==> src/rtl/alu_seq_pkg.sv <==
// alu_seq_pkg: shared types for the alu_sequencer slice.
// Command kinds, FSM states and the latched command bundle.
package alu_seq_pkg;

  localparam int KIND_W = 2;
  localparam int OP_W   = 3;

  typedef enum logic [KIND_W-1:0] {
    KIND_EXEC  = 2'd0,
    KIND_LOADI = 2'd1,
    KIND_READ  = 2'd2,
    KIND_NOP   = 2'd3
  } cmd_kind_t;

  typedef enum logic [1:0] {
    ST_IDLE = 2'd0,
    ST_EXEC = 2'd1,
    ST_RESP = 2'd2
  } state_t;

  // Wait counter must hold ALU_LAT itself.
  function automatic int cnt_width(input int lat);
    if (lat < 2) return 1;
    return $clog2(lat + 1);
  endfunction

endpackage

==> src/rtl/alu_seq_regfile.sv <==
// alu_seq_regfile: operand register file for alu_sequencer.
// Two combinational read ports, one synchronous write port.
module alu_seq_regfile #(
  parameter int N              = 12,
  parameter int width_of_index = 3
) (
  input  logic                      clk,
  input  logic                      rst_n,
  input  logic                      we,
  input  logic [width_of_index-1:0] waddr,
  input  logic [N-1:0]              wdata,
  input  logic [width_of_index-1:0] raddr1,
  input  logic [width_of_index-1:0] raddr2,
  output logic [N-1:0]              rdata1,
  output logic [N-1:0]              rdata2
);

  localparam int DEPTH = 1 << width_of_index;

  logic [N-1:0] mem [DEPTH];

  always_ff @(posedge clk or negedge rst_n) begin
    if (!rst_n) begin
      for (int i = 0; i < DEPTH; i++) begin
        mem[i] <= '0;
      end
    end else if (we) begin
      mem[waddr] <= wdata;
    end
  end

  assign rdata1 = mem[raddr1];
  assign rdata2 = mem[raddr2];

endmodule

==> src/rtl/alu_sequencer.sv <==
// alu_sequencer: command-driven controller for the shared alu.
// One command in flight; EXEC waits ALU_LAT edges after the ALU samples.
module alu_sequencer
  import alu_seq_pkg::*;
#(
  parameter int N              = 12,
  parameter int width_of_index = 3,
  parameter int ALU_LAT        = 1
) (
  input  logic                      clk,
  input  logic                      rst_n,
  input  logic                      cmd_valid,
  output logic                      cmd_ready,
  input  logic [1:0]                cmd_kind,
  input  logic [2:0]                cmd_op,
  input  logic [width_of_index-1:0] cmd_src1,
  input  logic [width_of_index-1:0] cmd_src2,
  input  logic [width_of_index-1:0] cmd_dst,
  input  logic [N-1:0]              cmd_imm,
  output logic [N-1:0]              alu_in1,
  output logic [N-1:0]              alu_in2,
  output logic [2:0]                alu_op,
  input  logic [N-1:0]              alu_out,
  output logic                      rsp_valid,
  output logic [N-1:0]              rsp_data,
  output logic                      zero_flag,
  output logic                      busy
);

  localparam int            CW     = cnt_width(ALU_LAT);
  localparam logic [CW-1:0] LAT_LD = CW'(ALU_LAT);

  state_t    state;
  state_t    state_nxt;
  cmd_kind_t kind;

  logic accept;
  logic take_exec;
  logic take_loadi;
  logic take_read;
  logic exec_done;

  logic [CW-1:0]             cnt;
  logic [width_of_index-1:0] dst_q;

  logic                      rf_we;
  logic [width_of_index-1:0] rf_waddr;
  logic [N-1:0]              rf_wdata;
  logic [N-1:0]              rf_rd1;
  logic [N-1:0]              rf_rd2;

  assign cmd_ready = (state == ST_IDLE);
  assign busy      = ~cmd_ready;

  assign kind       = cmd_kind_t'(cmd_kind);
  assign accept     = cmd_valid & cmd_ready;
  assign take_exec  = accept & (kind == KIND_EXEC);
  assign take_loadi = accept & (kind == KIND_LOADI);
  assign take_read  = accept & (kind == KIND_READ);
  assign exec_done  = (state == ST_EXEC) & (cnt == '0);

  // LOADI and EXEC write-back never coincide: LOADI only lands in IDLE.
  always_comb begin
    rf_we    = 1'b0;
    rf_waddr = cmd_dst;
    rf_wdata = cmd_imm;
    unique case (1'b1)
      exec_done: begin
        rf_we    = 1'b1;
        rf_waddr = dst_q;
        rf_wdata = alu_out;
      end
      take_loadi: begin
        rf_we = 1'b1;
      end
      default: ;
    endcase
  end

  alu_seq_regfile #(
    .N              (N),
    .width_of_index (width_of_index)
  ) u_rf (
    .clk    (clk),
    .rst_n  (rst_n),
    .we     (rf_we),
    .waddr  (rf_waddr),
    .wdata  (rf_wdata),
    .raddr1 (cmd_src1),
    .raddr2 (cmd_src2),
    .rdata1 (rf_rd1),
    .rdata2 (rf_rd2)
  );

  always_ff @(posedge clk or negedge rst_n) begin
    if (!rst_n) begin
      state <= ST_IDLE;
    end else begin
      state <= state_nxt;
    end
  end

  always_comb begin
    state_nxt = state;
    unique case (1'b1)
      (state == ST_IDLE): begin
        unique case (1'b1)
          take_exec:  state_nxt = ST_EXEC;
          take_loadi: state_nxt = ST_RESP;
          take_read:  state_nxt = ST_RESP;
          default: ;
        endcase
      end
      (state == ST_EXEC): begin
        if (exec_done) begin
          state_nxt = ST_RESP;
        end
      end
      (state == ST_RESP): begin
        state_nxt = ST_IDLE;
      end
      default: state_nxt = ST_IDLE;
    endcase
  end

  // Operands hold outside EXEC so the ALU sees stable inputs.
  always_ff @(posedge clk or negedge rst_n) begin
    if (!rst_n) begin
      alu_in1 <= '0;
      alu_in2 <= '0;
      alu_op  <= '0;
      dst_q   <= '0;
    end else if (take_exec) begin
      alu_in1 <= rf_rd1;
      alu_in2 <= rf_rd2;
      alu_op  <= cmd_op;
      dst_q   <= cmd_dst;
    end
  end

  always_ff @(posedge clk or negedge rst_n) begin
    if (!rst_n) begin
      cnt <= '0;
    end else if (take_exec) begin
      cnt <= LAT_LD;
    end else if ((state == ST_EXEC) && (cnt != '0)) begin
      cnt <= cnt - 1'b1;
    end
  end

  always_ff @(posedge clk or negedge rst_n) begin
    if (!rst_n) begin
      rsp_valid <= 1'b0;
      rsp_data  <= '0;
      zero_flag <= 1'b0;
    end else begin
      rsp_valid <= 1'b0;
      unique case (1'b1)
        exec_done: begin
          rsp_valid <= 1'b1;
          rsp_data  <= alu_out;
          zero_flag <= (alu_out == '0);
        end
        take_loadi: begin
          rsp_valid <= 1'b1;
          rsp_data  <= cmd_imm;
          zero_flag <= (cmd_imm == '0);
        end
        take_read: begin
          rsp_valid <= 1'b1;
          rsp_data  <= rf_rd1;
        end
        default: ;
      endcase
    end
  end

endmodule

==> config.mk <==
export PLATFORM = sky130hd
export DESIGN_NAME = alu_sequencer
export DESIGN_NICKNAME = d
export VERILOG_FILES = /design/src/rtl/alu_seq_pkg.sv /design/src/rtl/alu_seq_regfile.sv /design/src/rtl/alu_sequencer.sv
export SDC_FILE = /design/constraint.sdc
export NUM_CORES = 1
export LEC_CHECK = 0
export ABC_AREA = 1
export CAP_MARGIN = 5
export CORE_AREA = 2 2 158 160
export DETAILED_ROUTE_END_ITERATION = 12
export DIE_AREA = 0 0 160 162
export HOLD_SLACK_MARGIN = 0.1
export MAX_ROUTING_LAYER = met4
export PLACE_DENSITY = 0.58
export SYNTH_ARGS = -nofsm -noshare
export SYNTH_HDL_FRONTEND = slang
export SYNTH_SLANG_ARGS = --single-unit
export TNS_END_PERCENT = 1
==> constraint.sdc <==
create_clock -name clk -period 3.33 [get_ports clk]
set_clock_uncertainty 0.2 [all_clocks]
set_input_delay 0.333 -clock clk [delete_from_list [all_inputs] [get_ports clk]]
set_output_delay 0.333 -clock clk [all_outputs]
set_load 0.02 [all_outputs]
# Word-level counts from Yosys, hierarchy flattened
# Index checks and enable logic that the tools add are counted.
[op_classes]
n_addsub = 1
n_lt_le_gt_ge = 4
n_eq_ne = 5
muxes = 20
n_bitwise = 10
reduce_logical = 13
[op_table]
columns = ["op", "count"]
rows = [
  ["bitwise mux 96 bit", 1],
  ["binary-select mux 12 bit (select 3 bit)", 2],
  ["2-to-1 mux 12 bit", 6],
  ["demux 12 bit (select 3 bit)", 1],
  ["case mux 12 bit (3 select lines)", 1],
  ["zero test 12 bit", 2],
  [">= comparator 4 bit (second input constant)", 3],
  ["NOT 3 -> 4 bit", 3],
  ["case mux 2 bit (2 select lines)", 2],
  ["bitwise AND 1 bit", 5],
  ["equality test 2 x 1 -> 1 bit (second input constant)", 2],
  ["zero test 2 bit", 2],
  ["less-than comparator 4 x 1 -> 1 bit (second input constant)", 1],
  ["2-to-1 mux 1 bit", 4],
  ["nonzero test 2 bit", 2],
  ["OR reduction 2 bit", 2],
  ["2-to-1 mux 3 bit", 1],
  ["inequality test 3 x 2 -> 1 bit (second input constant)", 1],
  ["nonzero test 3 bit", 1],
  ["OR reduction 3 bit", 1],
  ["equality test 2 bit (second input constant)", 1],
  ["logical AND 1 bit", 2],
  ["2-to-1 mux 2 bit", 1],
  ["inequality test 2 bit (second input constant)", 1],
  ["other kinds (4)", 5],
]
[word_totals]
regBits = 143
in_bits = 41
out_inout_bits = 43
elab_cells = 70

# Longest topological paths before layout
# Gate-level depths: netlist of the first run.
[logic_depth]
ltp_word = 9
depth_mapped = 10
depth_no_buf = 9

# Cells and area by module
# A second synthesis of the first run with hierarchy kept.
[unflattened]
cells_unflattened = 1183
hier_area_um2 = 8187.9
[by_module_without_submodules]
columns = ["module", "n_inst", "cells_per_inst", "area_each_um2", "seq_area_each_um2"]
rows = [
  ["alu_seq_regfile", 1, 877, 5716.7, 2402.3],
  ["alu_sequencer", 1, 306, 2471.1, 1176.1],
]

# Worst setup path before layout of the first run
# No wires, ideal clock.
[synth_path]
path_type = "reg-to-reg"
from = "register state[1]"
to = "register u_rf.mem[57] (netlist name)"
setup_time_ps = 117
arrival_time_ps = 1476
t_required_ps = 3013
setup_slack_ps = 1537
stages_incl_launch_ff = 10
n_path_buf = 1
cell_sequence = "dfrtp_1 > nor2_4 > nand3_2 > nand2_2 > nand2_4 > inv_6 > nand2_4 > buf_6 > nand2_1 > nand2_1"
[synth_via]
word_cells_on_any_way = 16
classes_between = "order compare (2); eq/ne (1); mux (6); bitwise (4); reduce/logical (3)"
[synth_lines]
columns = ["element", "line_no", "rtl"]
rows = [
  ["start, declared", "alu_sequencer.sv:33", "state_t state;"],
  ["start signal, assigned", "alu_sequencer.sv:99", "state <= state_nxt;"],
  ["zero test 2 bit", "alu_sequencer.sv:52", "assign cmd_ready = (state == ST_IDLE);"],
  ["via cmd_ready", "alu_sequencer.sv:13", "output logic cmd_ready,"],
  ["bitwise AND 1 bit", "alu_sequencer.sv:56", "assign accept = cmd_valid & cmd_ready;"],
  ["bitwise AND 1 bit", "alu_sequencer.sv:58", "assign take_loadi = accept & (kind == KIND_LOADI);"],
  ["OR reduction 2 bit (no source line)", "n/a", ""],
  ["2-to-1 mux 1 bit", "alu_sequencer.sv:67", "unique case (1'b1)"],
  ["end signal, assigned by index", "alu_seq_regfile.sv:28", "mem[waddr] <= wdata;"],
  ["end, declared", "alu_seq_regfile.sv:20", "logic [N-1:0] mem [DEPTH];"],
]
# The timed path passes the listed nets, and every way through them passes these cells.
# A chain may end at the register's enable or synchronous reset.

# Worst setup path in the final report of the first run
[layout_path]
from = "register cnt"
to = "register u_rf.mem[89] (netlist name)"
[layout_via]
elab_chain_cells = 9
word_cells_on_any_way = 13
classes_between = "order compare (2); mux (6); bitwise (3); reduce/logical (2)"
[layout_rtl]
columns = ["element", "line_no", "rtl"]
rows = [
  ["start, declared", "alu_sequencer.sv:43", "logic [CW-1:0] cnt;"],
  ["start signal, assigned", "alu_sequencer.sv:147", "cnt <= cnt - 1'b1;"],
  ["NOT 1 bit *", "alu_sequencer.sv:60", "assign exec_done = (state == ST_EXEC) & (cnt == '0);"],
  ["bitwise AND 1 bit *", "alu_sequencer.sv:60", ""],
  ["2-to-1 mux 3 bit", "alu_sequencer.sv:67", ""],
  ["NOT 3 -> 4 bit (not written as such)", "alu_seq_regfile.sv:28", ""],
  [">= comparator 4 bit (not written as such) / less-than comparator 4 x 1 -> 1 bit (equally long branches)", "alu_seq_regfile.sv:28", ""],
  ["logical AND 1 bit (not written as such)", "alu_seq_regfile.sv:28", ""],
  ["2-to-1 mux 12 bit (not written as such)", "alu_seq_regfile.sv:28", ""],
  ["demux 12 bit (select 3 bit)", "alu_seq_regfile.sv:28", ""],
  ["bitwise mux 96 bit", "alu_seq_regfile.sv:28", ""],
]
# Mark *: on every way between the ends. The rest lies on a longest branch, timed or not.

==> out/metrics.yaml, run 1 <==
cp_cell_sequence: "inv_2, nand3_4, nand2_2, nand2_4, nor2_8, nand2_2, nand2_1, nand2_1"
post-place-ws_ns: 0.8385
final_common_cell: "nand2_1"
synth_fa_ha_area_share_pct: 0
synth-edff-count: 0
root_buffer: "clkbuf_16"
routabilityCongestion: 0.9093
synth.largest_area_cell: "dfrtp_1"
final_util_pct: 41.22
start_util_pct: 34.72
drive_gt1_share_pct: 8.115
ys_seq_elements: 143
max_slew.worst_pin.slew_ns: 0.8702
nets: 1285
final_cell_area_sq_um: 9936
dp_hpwl_microns: 18940
rows: 57
status: "complete, no violations"
hp-class: "in2reg"
r2r-start: "cnt$_DFFE_PN0P_"
max_cap_violations: 0
finalPower_mw: 7.769
grt_pass1_vias: 7435
synthXorXnorAreaFrac_pct: 0
cellPowerDensity_nw_per_um2: 781.9
viasPerCell: 4.968
firstDrtPassIters: 5
synth_compound_area_share_pct: 5.590
fmax_mhz: 423.9
io_pins: 84
fin_ws_ns: 0.9712
critPathMaxStageDelay_ns: 0.41
drt_iter0_drc: 710
startpoint: "cnt$_DFFE_PN0P_"
avgSynthCellArea_sq_um: 7.028
antenna_found_initial: 0
num_vias: 7854
synth_area_leaders: "dfrtp_1 (43%), nand2_1 (24%), nand3_1 (10%), inv_1 (4.7%), o211ai_1 (3.2%)"
die_w_microns: 160
final_cell_mix: "nand2_1 (543), nand3_1 (175), dfrtp_1 (143)"
fin_crit_ns: 2.359
synthCells: 1191
post_cts_buffers: 0
fin_crit_sh_pct: 70.84
crit_fanout: 26
ir_drop_mv: 0.2806
setup_violations: 0
cts_buffers: 17
clk-insertion-delay-late_ns: 0.44
worst_ep_required_time_ns: 3.46
clock_sinks: 143
placed_area_sq_um: 9334
synth_warnings: 0
fp.dieH_microns: 162
critPathTopFamily: "simple AND/OR/NAND/NOR gates"
synth-simple-area-share_pct: 41.69
synth_top_family_by_area: "simple AND/OR/NAND/NOR gates"
async_flop_share_pct: 100.0
die_area_sq_um: 25920
synthMuxAreaShare_pct: 0
diodes: 0
syn_nets: 1232
wl_per_cell_microns: 17.23
crit_type: "reg2reg"
portBuffers: 83
cts_resized: 0
maxSlewHeadroom_pct: 41.77
place_inst: 1548
synth_seq_area_share_pct: 42.75
clk_path_buf_depth: 2
grt_first_pass_wirelength_microns: 43390
crit_slowest_cell: "dfrtp_1"
min-delay-start: "cmd_op[1]"
synth_flop_cell: "dfrtp_1"
synth_top_area_share_pct: 42.75
instances_no_fill: 1581
drc: 0
grt.total_usage_pct: 22.35
slew_violations: 0
htree_num_levels: 4
clkSlewWorstSetupHoldPaths_ns: 0.06
path_buf_inv: 1
hold_viol_final: 0
drt_wl_total_microns: 27240
synth_area_sq_um: 8371
area_growth_pct: 18.70
cp-start-kind: "register"
tns_ns: 0
grt_max_degree: 63
fp.coreArea_sq_um: 24110
cp.arrival_ns: 2.49
setup.worst_path.end_class: "register"
cts_tree: "yes"
rsz0062_at_grt: "no"
grt_overflow: 0
synth_cell_types: 30
hold_ws_ns: 0.2437
drtAntennaViolNets: 0
leakage_nw: 5.135
[where the power goes]
part | switching, mW | total [mW] | internal (mW) | leakage [nW]
registers | 0.513 | 3.00 | 2.49 | 1.80
logic | 1.73 | 2.82 | 1.09 | 3.04
clock network | 0.797 | 1.94 | 1.15 | 0.291
total | 3.04 | 7.77 | 4.73 | 5.14
[area by class of cell]
type                            instances  area (sq um)
Inverter                              112         430.4
Timing Repair Buffer                  101         972.2
Sequential cell                       143          3578
Clock buffer                           20         456.7
Clock inverter                         12         135.1
Fill cell                            2587         14170
Tap cell                              324         405.4
Multi-Input combinational cell        869          3958
[timing repair]
action / in CTS / in global routing
endpoints found under the hold margin: 60 / 0
hold buffers: 1 / 0
endpoints found under the setup margin: 0 / 0
[flip-flops by register name, indices dropped and copies added, names as in the netlist]
signal / flops
alu_in1: 12
alu_in2: 12
alu_op: 3
cnt: 1
dst_q: 3
rsp_data: 12
rsp_valid: 1
state: 2
u_rf.mem: 96
zero_flag: 1
[worst register-to-register path: cells and delay by family, from the launching register on]
kind / cells / cell delay, ns
and+or+nand+nor: 7 / 1.48
DFF: 1 / 0.41
buffers and inverters: 1 / 0.17
[per-layer routing]
metal,vias to the layer above,track usage [%],wire length [microns],part of all wire (%)
met4,0,6.143,552,2.0
met1,3688,31.24,12870,47
met3,40,3.933,1701,6.2
li1,3843,-,-,-
met5,-,-,0,0
met2,283,33.53,12110,44
[synth_stat cells, types with 2 or more instances]
library cell	instances
nor2_4	11
nand2_2	10
nand2_1	543
inv_2	4
a21oi_1	12
clkbuf_1	32
buf_4	4
dfrtp_1	143
nand3_2	3
buf_6	17
nand3_1	175
buf_1	6
o21ai_0	17
inv_6	2
nand2_4	13
nor2_1	36
o21ai_1	2
inv_1	105
o211ai_1	36
o21ai_2	3
buf_2	8
[cell families (layout without fill, tap and decap cells)]
family                 Yosys count  in the layout
buffers and inverters          179            245
and+or+nand+nor                798            798
DFF                            143            143
AOI/OAI and AO/OA               71             71
[worst paths after layout]
path | endpoint | slack (ns) | cells after the start
setup reg to reg | u_rf.mem[89]$_DFFE_PN0P_ | 0.97 | 8
setup / recovery | u_rf.mem[89]$_DFFE_PN0P_ | 0.97 | 8
hold reg to reg | u_rf.mem[10]$_DFFE_PN0P_ | 0.27 | 2
min in group asynchronous | alu_in2[0]$_DFFE_PN0P_ | 0.25 | 2
max in group asynchronous | u_rf.mem[34]$_DFFE_PN0P_ | 1.85 | 3
hold / removal | alu_op[1]$_DFFE_PN0P_ | 0.24 | 3
(Power assumes the default switching activity.)
==> run 2: changes to the inputs <==
==> constraint.sdc (replaced) <==
create_clock -name clk -period 2.2 [get_ports clk]
set_clock_uncertainty 0.2 [all_clocks]
set_input_delay 0.22 -clock clk [delete_from_list [all_inputs] [get_ports clk]]
set_output_delay 0.22 -clock clk [all_outputs]
set_load 0.02 [all_outputs]
==> out/metrics.yaml, run 2 (same netlist as run 1, synthesis figures left out) <==
status: "complete, no violations"
rr_worst_depth: 7
nets: 1306
top_register: "u_rf.mem"
fin_crit_sh_pct: 97.39
hold_ws_ns: 0.1281
leakage_nw: 5.278
cts_tree: "yes"
grt_first_pass_wirelength_microns: 44230
maxSlewHeadroom_pct: 59.04
root_buffer: "clkbuf_16"
htree_num_levels: 4
clk-insertion-delay-late_ns: 0.43
routabilityCongestion: 0.8658
tns_ns: 0
ir_drop_mv: 0.4928
final_common_cell: "nand2_1"
drt_wl_total_microns: 27710
max_slew.worst_pin.slew_ns: 0.6137
finalPower_mw: 11.95
final_cell_mix: "nand2_1 (543), nand3_1 (175), dfrtp_1 (143)"
drive_gt1_share_pct: 9.475
rows: 57
num_vias: 7987
drc: 0
die_area_sq_um: 25920
dp_hpwl_microns: 19280
drt_iter0_drc: 805
grt.total_usage_pct: 22.83
largest_reg_flops: 96
hold_viol_final: 0
cts_buffers: 17
setup.worst_path.end_class: "primary output"
rsz0062_at_grt: "no"
portBuffers: 83
diodes: 0
worst_ep_required_time_ns: 1.78
cp-start-kind: "register"
grt_max_degree: 61
cellPowerDensity_nw_per_um2: 1166
grt_overflow: 0
drtAntennaViolNets: 0
grt_pass1_vias: 7625
wl_per_cell_microns: 17.31
fp.dieH_microns: 162
clkSlewWorstSetupHoldPaths_ns: 0.06
fin_crit_ns: 2.143
crit_fanout: 5
max_cap_violations: 0
clock_sinks: 143
n_fill_cell: 2504
die_w_microns: 160
crit_type: "reg2out"
io_pins: 84
cp.arrival_ns: 1.72
hp-class: "in2reg"
start_util_pct: 34.72
slew_violations: 0
fmax_mhz: 466.7
min_delay_path_depth: 3
clk_path_buf_depth: 2
firstDrtPassIters: 5
antenna_found_initial: 0
area_growth_pct: 22.35
viasPerCell: 4.989
fp.coreArea_sq_um: 24110
setup_violations: 0
-- run 2: where the power goes --
part	total [mW]	internal [mW]	switching, mW	leakage (nW)
combinational	4.35	1.74	2.62	3.18
sequential	4.55	3.77	0.784	1.80
clock	3.04	1.86	1.18	0.291
-- run 2: path summary, 6_finish.rpt --
check	startpoint	to	slack [ns]
setup / recovery	state[1]$_DFFE_PN0P_	cmd_ready	0.06
hold / removal	cmd_op[2]	alu_op[2]$_DFFE_PN0P_	0.13
setup reg to reg	state[1]$_DFFE_PN0P_	u_rf.mem[79]$_DFFE_PN0P_	0.24
hold reg to reg	alu_op[2]$_DFFE_PN0P_	alu_op[2]$_DFFE_PN0P_	0.27
max in group asynchronous	rst_n	alu_in2[11]$_DFFE_PN0P_	0.26
min in group asynchronous	rst_n	state[1]$_DFFE_PN0P_	0.62
-- run 2: layout make-up --
class | instances | area (sq um) | share of cell area [%]
Multi-Input combinational cell | 869 | 3960 | 38.67
Sequential cell | 143 | 3578 | 34.94
Timing Repair Buffer | 122 | 1260 | 12.30
Clock buffer | 21 | 470.5 | 4.594
Inverter | 112 | 430.4 | 4.203
Tap cell | 324 | 405.4 | 3.958
Clock inverter | 10 | 136.4 | 1.332
-- run 2: critical path: stages, from the launching register on --
cell             delay [ns]
dfrtp_1                0.46
nor2_4                 0.20
clkdlybuf4s50_1        0.64
-- run 2: repair_timing --
item / 4_1_cts / 5_1_grt
setup endpoints to repair: 0 / 2
resized for setup: 0 / 1
hold buffers: 3 / 0
endpoints found under the hold margin: 143 / 0
buffers inserted: 0 / 0
-- run 2: layer usage --
| layer | routed length [microns] | up-vias | track usage [%] |
|---|---|---|---|
| met5 | 0 | - | - |
| met4 | 839 | 0 | 8.968 |
| met3 | 1754 | 49 | 3.856 |
| met2 | 12200 | 306 | 33.71 |
| met1 | 12910 | 3745 | 31.40 |
| li1 | - | 3887 | - |
-- run 2: per-stage QoR --
stage | util, % | cells | setup slack, ns | area, sq um
finish | 42.48 | 1601 | 0.05749 | 10240
global route | 42.48 | 1601 | 0.01955 | 10240
CTS | 42.47 | 1601 | 0.04396 | 10240
detailed placement | 39.83 | 1567 | 0.02367 | 9602
global placement | 39.83 | 1567 | 0.06508 | 9602
floorplan | - | 1191 | 0.4072 | 8371
